--- config.mk ---
export PLATFORM = sky130hd
export DESIGN_NAME = barrel_select_scheduler
export DESIGN_NICKNAME = d
export VERILOG_FILES = /design/src/rtl/barrel_sched_pkg.sv /design/src/rtl/barrel_select_scheduler_rr_arbiter.sv /design/src/rtl/barrel_select_scheduler.sv
export SDC_FILE = /design/constraint.sdc
export NUM_CORES = 1
export LEC_CHECK = 0
export ABC_AREA = 1
export CAP_MARGIN = 5
export CORE_MARGIN = 4
export CORE_UTILIZATION = 43
export DETAILED_ROUTE_END_ITERATION = 6
export GPL_TIMING_DRIVEN = 0
export PLACE_DENSITY = 0.81
export REMOVE_ABC_BUFFERS = 1
export SLEW_MARGIN = 20
export SYNTH_ARGS = -nofsm -noshare
export SYNTH_HDL_FRONTEND = slang
export SYNTH_HIERARCHICAL = 1
export SYNTH_SLANG_ARGS = --single-unit
export TNS_END_PERCENT = 1
--- constraint.sdc ---
create_clock -name clk -period 2.68 [get_ports clk]
set_input_delay 0.268 -clock clk [delete_from_list [all_inputs] [get_ports clk]]
set_output_delay 0.268 -clock clk [all_outputs]
set_load 0.005 [all_outputs]
--- src/rtl/barrel_sched_pkg.sv ---
// barrel_sched_pkg
// Shared definitions for the barrel select scheduler slice: FSM state
// encoding, select bus width, the physical mux input count and the first
// illegal select code, plus a helper that flags out-of-range select values.
// Optional feature macro used by the top: BARREL_SCHED_BURST_EN.

package barrel_sched_pkg;

   // Scheduler FSM states
   typedef enum logic [1:0] {
      IDLE = 2'd0,
      SEL  = 2'd1,
      HOLD = 2'd2
   } state_t;

   // Width of the mux select bus and number of physical mux inputs
   localparam int SEL_W      = 4;
   localparam int MUX_INPUTS = 10;

   // Select codes at or above this value have no mux input behind them
   localparam logic [SEL_W-1:0] ILLEGAL_SEL_MIN = SEL_W'(MUX_INPUTS);

   // Width of the burst counter; MAX_BURST is at most 16 so the count tops at 15
   localparam int BURST_CNT_W = 4;

   // True when a select code addresses a real mux input
   function automatic logic selLegal(input logic [SEL_W-1:0] s);
      return (s < ILLEGAL_SEL_MIN);
   endfunction

endpackage

--- src/rtl/barrel_select_scheduler_rr_arbiter.sv ---
// rr_arbiter
// Combinational round-robin arbiter. Searches the request vector starting
// one above the last winner and wraps around, so the last winner has the
// lowest priority.
// Ports:
//   i_req    - request vector, one bit per requester
//   i_last   - index of the previous winner (always < N)
//   o_oneHot - one-hot winner
//   o_idx    - binary index of the winner
//   o_any    - at least one request is pending

module rr_arbiter
   import barrel_sched_pkg::*;
#(
   parameter int N = 10
) (
   input  logic [N-1:0]     i_req,
   input  logic [SEL_W-1:0] i_last,
   output logic [N-1:0]     o_oneHot,
   output logic [SEL_W-1:0] o_idx,
   output logic             o_any
);

   logic w_found;

   // Two passes over constant indices: first the requesters above the last
   // winner, then the wrapped-around ones from 0 up to and including it.
   always_comb begin
      o_oneHot = '0;
      o_idx    = '0;
      w_found  = 1'b0;
      for (int i = 0; i < N; i++) begin
         if (!w_found && i_req[i] && (SEL_W'(i) > i_last)) begin
            o_oneHot[i] = 1'b1;
            o_idx       = SEL_W'(i);
            w_found     = 1'b1;
         end
      end
      for (int i = 0; i < N; i++) begin
         if (!w_found && i_req[i]) begin
            o_oneHot[i] = 1'b1;
            o_idx       = SEL_W'(i);
            w_found     = 1'b1;
         end
      end
      o_any = w_found;
   end

endmodule

--- src/rtl/barrel_select_scheduler.sv ---
// barrel_select_scheduler
// Round-robin scheduler sharing one 10-input barrel select mux among up to
// ten requesters. Picks a winner, steers the mux, captures the mux output
// and presents it downstream with a valid/ready handshake.
// Optional feature: define BARREL_SCHED_BURST_EN to let a requester that
// still requests at handshake keep the mux for up to MAX_BURST words.
// Ports:
//   clk, rst_n - clock (rising edge) and asynchronous active-low reset
//   req        - level requests, held until the matching gnt pulse
//   gnt        - one-hot, one-cycle pulse when a requester's word is captured
//   select     - mux select, always 0..N_REQ-1
//   mux_data   - mux data_out
//   out_data   - captured word, out_valid qualifies it
//   out_ready  - downstream accept
//   busy       - FSM is not idle

module barrel_select_scheduler
   import barrel_sched_pkg::*;
#(
   parameter int N_REQ = 10,
   parameter int DW    = 64
`ifdef BARREL_SCHED_BURST_EN
   ,
   parameter int MAX_BURST = 4
`endif
) (
   input  logic             clk,
   input  logic             rst_n,
   input  logic [N_REQ-1:0] req,
   output logic [N_REQ-1:0] gnt,
   output logic [SEL_W-1:0] select,
   input  logic [DW-1:0]    mux_data,
   output logic [DW-1:0]    out_data,
   output logic             out_valid,
   input  logic             out_ready,
   output logic             busy
);

   state_t               r_state;
   state_t               w_nextState;
   logic [SEL_W-1:0]     r_select;
   logic [SEL_W-1:0]     r_last;
   logic [DW-1:0]        r_outData;
   logic                 r_outValid;
   logic [N_REQ-1:0]     r_gnt;
   logic [N_REQ-1:0]     w_arbOneHot;
   logic [SEL_W-1:0]     w_arbIdx;
   logic [SEL_W-1:0]     w_arbSel;
   logic                 w_arbAny;
   logic                 w_handshake;
   logic                 w_keepBurst;
   logic [N_REQ-1:0]     w_selOneHot;

`ifdef BARREL_SCHED_BURST_EN
   localparam logic [BURST_CNT_W-1:0] BURST_LIMIT = BURST_CNT_W'(MAX_BURST - 1);
   logic [BURST_CNT_W-1:0] r_burst;
`endif

   // Same arbiter serves the IDLE pick and the re-arbitration at handshake
   rr_arbiter #(
      .N (N_REQ)
   ) u_arb (
      .i_req    (req),
      .i_last   (r_last),
      .o_oneHot (w_arbOneHot),
      .o_idx    (w_arbIdx),
      .o_any    (w_arbAny)
   );

   // Handshake, burst continuation, legal select guard and the grant vector
   // derived from the current select.
   always_comb begin
      w_handshake = r_outValid && out_ready;
      w_arbSel    = selLegal(w_arbIdx) ? w_arbIdx : '0;
`ifdef BARREL_SCHED_BURST_EN
      w_keepBurst = w_handshake && req[r_select] && (r_burst < BURST_LIMIT);
`else
      w_keepBurst = 1'b0;
`endif
      w_selOneHot = '0;
      for (int i = 0; i < N_REQ; i++) begin
         w_selOneHot[i] = (r_select == SEL_W'(i));
      end
   end

   // State register
   always_ff @(posedge clk or negedge rst_n) begin
      if (!rst_n) begin
         r_state <= IDLE;
      end else begin
         r_state <= w_nextState;
      end
   end

   // Next-state logic: HOLD leaves only on a handshake, straight back to SEL
   // when another word (or a burst continuation) is waiting.
   always_comb begin
      w_nextState = r_state;
      case (r_state)
         IDLE: if (w_arbAny) w_nextState = SEL;
         SEL:  w_nextState = HOLD;
         HOLD: begin
            if (w_handshake) begin
               w_nextState = (w_keepBurst || w_arbAny) ? SEL : IDLE;
            end
         end
         default: w_nextState = IDLE;
      endcase
   end

   // Datapath registers: select, capture, grant pulse, RR pointer and burst
   // count. The pointer only moves when a word is actually captured, so a
   // reset in SEL leaves requester 0 first in line again.
   always_ff @(posedge clk or negedge rst_n) begin
      if (!rst_n) begin
         r_select   <= '0;
         r_last     <= SEL_W'(N_REQ - 1);
         r_outData  <= '0;
         r_outValid <= 1'b0;
         r_gnt      <= '0;
`ifdef BARREL_SCHED_BURST_EN
         r_burst    <= '0;
`endif
      end else begin
         r_gnt <= '0;
         case (r_state)
            IDLE: begin
               if (w_arbAny) begin
                  r_select <= w_arbSel;
`ifdef BARREL_SCHED_BURST_EN
                  r_burst  <= '0;
`endif
               end
            end
            SEL: begin
               r_outData  <= mux_data;
               r_outValid <= 1'b1;
               r_gnt      <= w_selOneHot;
               r_last     <= r_select;
            end
            HOLD: begin
               if (w_handshake) begin
                  r_outValid <= 1'b0;
                  if (w_keepBurst) begin
`ifdef BARREL_SCHED_BURST_EN
                     r_burst <= r_burst + 1'b1;
`endif
                  end else begin
                     if (w_arbAny) begin
                        r_select <= w_arbSel;
                     end
`ifdef BARREL_SCHED_BURST_EN
                     r_burst <= '0;
`endif
                  end
               end
            end
            default: begin
               r_outValid <= 1'b0;
            end
         endcase
      end
   end

   // Output drive
   always_comb begin
      gnt       = r_gnt;
      select    = r_select;
      out_data  = r_outData;
      out_valid = r_outValid;
      busy      = (r_state != IDLE);
   end

endmodule

Word-level counts from Yosys, hierarchy flattened --
Cells that the tools add are included.
Storage, ports and cells: input bits 77, logic and storage cells 137, register bits 85, output and inout port bits 80
Cells by class: order comparisons 11, equality and inequality tests 13, bitwise logic cells 1, multiplexer cells 50, reduce and logical (&&, ||, !) cells 56
Operator list (count):
- $mux W4 | 15
- $logic_and A1 B1 Y1 | 30
- $mux W1 | 23
- $logic_not A1 Y1 | 19
- $eq A4 B3 Y1 const B | 4
- $gt A3 B4 Y1 const A | 4
- $mux W3 | 4
- $mux W10 | 1
- $eq A4 B2 Y1 const B | 2
- $eq A4 B4 Y1 const B | 2
- $gt A1 B4 Y1 const A | 2
- $gt A2 B4 Y1 const A | 2
- $gt A4 B4 Y1 const A | 2
- $mux W2 | 4
- $pmux W4 S2 | 1
- $pmux W2 S3 | 1
- $reduce_and A2 Y1 | 3
- $eq A4 B1 Y1 const B | 1
- $logic_not A4 Y1 | 1
- $lt A4 B4 Y1 const B | 1
- $reduce_bool A2 Y1 | 2
- $pmux W1 S3 | 1
- $eq A2 B1 Y1 const B | 1
- $eq A2 B2 Y1 const B | 1
- other kinds (4) | 4

Depth between registers and ports, before layout --
depth in word-level cells 74, gate-level depth with buffers 19, depth with buffers taken out 19

Hierarchy --
The synthesis kept the hierarchy.
Modules (own cells, without submodules):
- barrel_select_scheduler | seq. area each 2129.5 um^2, cells an instance 357, area an instance 3199.3 um^2, times used 1
- rr_arbiter | seq. area each 0.0 um^2, cells an instance 96, area an instance 526.8 um^2, times used 1

Worst setup path before layout --
OpenSTA, ideal clock, no wires.
path type register -> register, start point register r_last[3], end point register r_select[0], in the netlist select[0], slack 0.395 ns, period minus slack after synthesis 2.285 ns, path buffers 0, stages on the path, launching flop included 18, data arrival time 2.169 ns, setup time 0.116 ns, required time 2.564 ns, path through dfstp_2 > nor2_1 > nand2_1 > nand3_4 > nor2_4 > nand4_4 > nor3_4 > nand4_2 > nor2_4 > nand4_4 > nor2_4 > o21ai_1 > nand2_1 > inv_1 > nor2_1 > nor2_1 > nand2_1 > nand2_1
On the way: cells in the longest elaborated chain, start to end 74, elaborated cells on any way between the ends 102, those cells by class order compare: 11; mux: 43; reduce/logical: 48
Ends and longest elaborated chain:
- start: declaration | RTL line barrel_select_scheduler.sv:42 | logic [SEL_W-1:0] r_last;
- start signal: assignment | RTL line barrel_select_scheduler.sv:117 | r_last <= SEL_W'(N_REQ - 1);
- start signal: assignment | RTL line barrel_select_scheduler.sv:139 | r_last <= r_select;
- $gt A1 B4 Y1 | RTL line barrel_select_scheduler_rr_arbiter.sv:33 | if (!w_found && i_req[i] && (SEL_W'(i) > i_last)) begin
- $logic_and A1 B1 Y1 | RTL line barrel_select_scheduler_rr_arbiter.sv:33
- $mux W1 | RTL line barrel_select_scheduler_rr_arbiter.sv:33
- $logic_not A1 Y1 | RTL line barrel_select_scheduler_rr_arbiter.sv:33
- $logic_and A1 B1 Y1 (2 in series) | RTL line barrel_select_scheduler_rr_arbiter.sv:33
- $mux W1 | RTL line barrel_select_scheduler_rr_arbiter.sv:33
- $logic_not A1 Y1 | RTL line barrel_select_scheduler_rr_arbiter.sv:33
- $logic_and A1 B1 Y1 (2 in series) | RTL line barrel_select_scheduler_rr_arbiter.sv:33
- [... 57 more ...]
- $logic_and A1 B1 Y1 | RTL line barrel_select_scheduler_rr_arbiter.sv:40 | if (!w_found && i_req[i]) begin
- $mux W4 (*) | RTL line barrel_select_scheduler_rr_arbiter.sv:40
- net w_arbIdx[3] | RTL line barrel_select_scheduler.sv:47 | logic [SEL_W-1:0] w_arbIdx;
- $lt A4 B4 Y1 (*) | RTL line barrel_sched_pkg.sv:28 | return (s < ILLEGAL_SEL_MIN);
- $mux W4 (*) | RTL line barrel_select_scheduler.sv:74 | w_arbSel = selLegal(w_arbIdx) ? w_arbIdx : '0;
- $mux W4 (*) | RTL line barrel_select_scheduler.sv:128, barrel_select_scheduler.sv:149
- $mux W4 | RTL line barrel_select_scheduler.sv:142 | if (w_handshake) begin
- $pmux W4 S2 (*) | RTL line barrel_select_scheduler.sv:126 | case (r_state)
- end signal: assignment | RTL line barrel_select_scheduler.sv:129 | r_select <= w_arbSel;
- end signal: assignment | RTL line barrel_select_scheduler.sv:150 | r_select <= w_arbSel;
- end: declaration | RTL line barrel_select_scheduler.sv:41 | logic [SEL_W-1:0] r_select;
The timed path passes the listed nets; every way through them passes the cells marked *. The select of a mux whose other input is x is not followed. A chain may end at the register's enable or synchronous reset.

Worst setup path in the final report --
start point register r_last[0], end point register r_select[0], in the netlist select[0]
Same word-level chain as after synthesis.

==> results.json <==
{
  "grt_pass1_vias": 3305,
  "hold_path_end": "out_data[39]",
  "drv_cap": 0,
  "hold_violations": 0,
  "path_max_fanout": 4,
  "cts_tree": "done",
  "drc": 0,
  "grt_usage_pct": 20.1,
  "routed-wl-met3_microns": 984,
  "gp_congestion": 0.867,
  "cts_buffers": 9,
  "status": "completed",
  "hp-start": "mux_data[39]",
  "reg2reg_slack_ps": 190,
  "num_vias": 3314,
  "met1_length_microns": 3890,
  "rsz0062_at_grt": "true",
  "routedWlPerCell_microns": 13.8,
  "dr.pass1.iters": 4,
  "placedInstanceArea_sq_um": 5360,
  "startpoint": "r_last[0]",
  "area_growth_pct": 52.2,
  "drt-total-wl_microns": 9780,
  "period_needed_ps": 2490,
  "synth_area_sq_um": 3670,
  "layout_worst_path_cycle_share_pct": 93.0,
  "hold_path_depth": 3,
  "grt_max_degree": 73,
  "rows": 33,
  "drive_gt1_share_pct": 6.66,
  "reg2reg_to": "select[0]",
  "relSlewSlack_pct": 52.0,
  "hp-class": "in2reg",
  "drtIter0Drc": 97,
  "crit_type": "reg2reg",
  "worst_slew_pin_slew_ps": 720,
  "p_total_mw": 6.05,
  "final_area_sq_um": 5580,
  "viasPerCell": 4.69,
  "top_layer_used": "met4",
  "met2_length_microns": 4800,
  "p_per_area_nw_per_um2": 1080,
  "clkTransAtPathRegs_ps": 90,
  "dp_hpwl_microns": 7280,
  "cts-root-buf": "clkbuf_8",
  "die_h_microns": 100,
  "ir_drop_mv": 0.636,
  "ioPinCount": 157,
  "core_area_sq_um": 8260,
  "clock-sinks": 85,
  "cts_max_level": 3,
  "dieArea_sq_um": 10100,
  "postRouteAntennaNets": 0,
  "grt.overflow.total": 0,
  "antenna_found_initial": 0,
  "chipWidth_microns": 100,
  "grt_pass1_wl_microns": 15900,
  "finalSetupViolCount": 0,
  "reg2reg_depth": 17,
  "cp.arrival_ps": 2720,
  "p_leak_nw": 2.74,
  "initial_utilization_pct": 44.4,
  "nNetsFinal": 673,
  "max_freq_mhz": 401,
  "io_buffer_count": 156,
  "antennaDiodeCount": 0,
  "synth_cells": 439,
  "drv_slew": 0,
  "synth.avg_cell_area_sq_um": 8.35,
  "start_kind": "flop",
  "clock-skew-final_ps": 6.98,
  "cp.required_ps": 2910,
  "yosys_warnings": 6,
  "endpoint_kind": "flop",
  "reg2reg_from": "r_last[0]",
  "clk_path_buf_depth": 2,
  "clk_latency_ps": 340
}
## per-layer routing
| metal | up-vias | global-route usage (%) |
|---|---|---|
| li1 | 1644 | - |
| met1 | 1543 | 23.3 |
| met2 | 120 | 33.8 |
| met3 | 7 | 8.20 |
| met4 | 0 | 6.63 |
| met5 | - | 0 |
## power by group
group,leakage (nW),internal [mW],total [mW],switching [mW]
Combinational,1.59,1.51,2.94,1.43
Clock,0.0959,0.459,0.911,0.452
Sequential,1.06,1.86,2.21,0.342
Total,2.74,3.83,6.05,2.22
## state kept, by name, indices dropped and copies added (netlist names)
| name | cells |
|---|---|
| gnt | 10 |
| out_data | 64 |
| out_valid | 1 |
| r_last | 4 |
| r_state | 2 |
| select | 4 |
## worst max-delay path: stages, from the launching register on
cell and delay [ps]:
dfstp_2 560, nand2_1 90, nand3_2 120, nand3_4 100, nor2_4 130, nand4_4 100
nor3_4 200, nand4_2 150, nor2_4 170, nand2_1 80, nor2_1 80, o21ai_1 100
nand4_1 150, nor2_1 70, nor2_1 140, nor2_1 50, nand2_1 70, nand2_1 50
## worst max-delay path by stage
stage | end | cells past startpoint
3_5_place_dp | select[0] | 17
6_report | select[0] | 17
2_1_floorplan | select[0] | 17
5_1_grt | select[0] | 17
3_3_place_gp | r_last[1] | 1
4_1_cts | select[0] | 17
## final cells by class
type / instances / area (sq um)
Fill cell: 674 / 2680
Sequential cell: 85 / 2130
Timing Repair Buffer: 160 / 1640
Multi-Input combinational cell: 309 / 1360
Clock buffer: 11 / 141
Tap cell: 105 / 131
Inverter: 31 / 119
Clock inverter: 5 / 58.8
## cells in the final DEF, fill, tap and decap left out, types with 3 or more instances in the layout
cell type and count:
a21oi_1 3, clkbuf_8 10, clkdlybuf4s50_1 155, dfrtp_1 83, inv_1 29, nand2_1 237
nand3_1 6, nand3_2 3, nand3b_1 4, nand4_1 5, nor2_1 28, nor2_4 4
o21ai_1 5
## repair_timing
| item | 4_1_cts | 5_1_grt |
|---|---|---|
| setup endpoints to repair | 0 | 4 |
| hold endpoints to repair | 47 | 0 |
| gates resized for setup | 0 | 4 |
| buffers inserted | 0 | 0 |
| hold buffers | 1 | 0 |
## through the flow
stage	setup WS, ps	std cells	TNS, ps	hold WS (ps)	util (%)
3_3_place_gp	-1650	686	-156170	452	64.0
2_1_floorplan	436	425	0	-27.6	-
4_1_cts	138	706	0	433	67.5
5_1_grt	-84.1	706	-133	433	67.6
3_5_place_dp	-22.6	689	-26.8	332	64.9
6_report	187	706	0	453	67.6
(Power assumes the default switching activity.)
==> RTL edit: new RTL, config.mk and constraints unchanged <==
The 3 states of `state_t` get a one-hot encoding in 3 bits.
--- a/src/rtl/barrel_sched_pkg.sv
+++ b/src/rtl/barrel_sched_pkg.sv
@@ -7,10 +7,10 @@
 package barrel_sched_pkg;
 
    // Scheduler FSM states
-   typedef enum logic [1:0] {
-      IDLE = 2'd0,
-      SEL  = 2'd1,
-      HOLD = 2'd2
+   typedef enum logic [2:0] {
+      IDLE = 3'b001,
+      SEL  = 3'b010,
+      HOLD = 3'b100
    } state_t;
 
    // Width of the mux select bus and number of physical mux inputs
Check against the original RTL: no difference found for any inputs over 10 cycles, from zero or initial values and one cycle with rst_n low; not proved beyond that.
==> RTL edit against the unedited design <==
  * Sequential cell count increased by 1
  * Power up 1.2%
  * Sequential share of layout area shrank 0.55 points
  * Via count is 3.7% higher
  * Critical path type unchanged
  * Non-clock buffer count is the same
  * Routed wire length grew 9.9%
  * Setup slack lost 69 ps
  * Final area up 2.7%
  * Maximum frequency fell by 2.7%
  * Area after synthesis rose by 2.5%
==> RTL edit: results (changes against the unedited design) <==
Parameter                              Value

STA
  Post-Route Skew    12.0 ps (+5.06 ps)
  Worst slew margin    28.6% (-23 points)

Global routing
  Via count of the first global-routing pass    3699 (+12%)
  Wire length of the first global-routing pass    17400 µm (+9.3%)
  Total Routing Usage GR    21.6% (+1.5 points)
  Initial antenna violation count    0 (unchanged)
  Pin count of the biggest net entering global routing    68 (-6.8%)

Place
  Final Wtd Congestion    0.827 (-4.5%)
  Placed inst area    0.00541 mm² (+1.0%)
  DP HPWL    7870 µm (+8.2%)
  Number of placed cells counting well taps    697 (+1.2%)

Route
  Drt first-iter violations    118 (+22%)
  Pre-antenna DRT Iters    4 (unchanged)
  Wl on met1    3990 µm (+2.5%)
  Routed wire length on met2    5340 µm (+11%)
  Detail Route met3 WL    1220 µm (+24%)
  Number of vias in the routed layout    3435 (+3.7%)
  Final WL    10700 µm (+9.9%)

Hold path
  Worst Hold Class    primary input to asynchronous set/reset pin

Logic synthesis
  Synthesized area per cell    8.37 µm² (+0.24%)

Layout
  Number of standard cells in the layout, taps in and fillers out    715 (+1.3%)
  Layout fillers    658 (-2.4%)
  Fraction of layout cells with a size suffix above 1    7.87% (+1.2 points)
  # nets final    682 (+1.3%)

Power
  Worst-case vdd ir drop    0.000637 V (about the same)
  Leakage component of the power    2.81 nW (+2.6%)
  Power per unit of standard cell area    1070 mW/mm² (-1.4%)

Worst setup path
  Slowest stage delay, CP    580 ps (+20 ps)
  Critical path arrival    2790 ps (+70 ps)

Run status
  Outcome    completed
RTL edit: worst paths after layout:
path,from,end,slack [ps],cells past startpoint
worst max-delay path,r_last[0]$_DFFE_PN1P_,select[3]$_DFFE_PN0P_,120,17
worst min-delay path,rst_n,out_data[19]$_DFFE_PN0P_,440,2
worst max register to register,r_last[0]$_DFFE_PN1P_,select[3]$_DFFE_PN0P_,120,17
worst min register to register,out_data[25]$_DFFE_PN0P_,out_data[25]$_DFFE_PN0P_,480,2
max in group asynchronous,rst_n,out_data[26]$_DFFE_PN0P_,1630,3
min in group clk,mux_data[8],out_data[8]$_DFFE_PN0P_,450,3
RTL edit: final cells by class:
| class | instances | area share, % |
|---|---|---|
| Multi-Input combinational cell | 311 | 25.0 |
| Timing Repair Buffer | 160 | 28.3 |
| Sequential cell | 86 | 37.6 |
| Clock buffer | 11 | 2.47 |
| Inverter | 37 | 2.42 |
| Clock inverter | 5 | 1.85 |
| Tap cell | 105 | 2.29 |
RTL edit: report_power, final:
| group | internal [mW] | leakage [nW] | switching (mW) |
|---|---|---|---|
| registers | 1.87 | 1.08 | 0.363 |
| clock network | 0.647 | 0.120 | 0.444 |
| logic | 1.45 | 1.62 | 1.36 |
| total | 3.97 | 2.81 | 2.16 |
RTL edit: metal layers:
metal,global-route usage [%],vias to the layer above
li1,-,1687
met1,23.9,1612
met2,35.9,119
met3,11.3,17
met4,7.16,0
met5,0,-
RTL edit: stage by stage:
step | power [mW] | setup WS, ps | hold WS [ps]
final | 6.13 | 117 | 437
after global routing | 6.62 | -64.6 | 428
after floorplan | 3.38 | 121 | -27.6
after global placement | 4.87 | -1670 | 461
after CTS | 6.14 | 110 | 432
after detailed placement | 5.00 | -73.6 | 275
RTL edit: timing repair:
item,CTS,global route
setup buffers,0,1
hold buffers,1,0
resized for setup,0,15
setup endpoints to repair,0,3
endpoints found under the hold margin,34,0
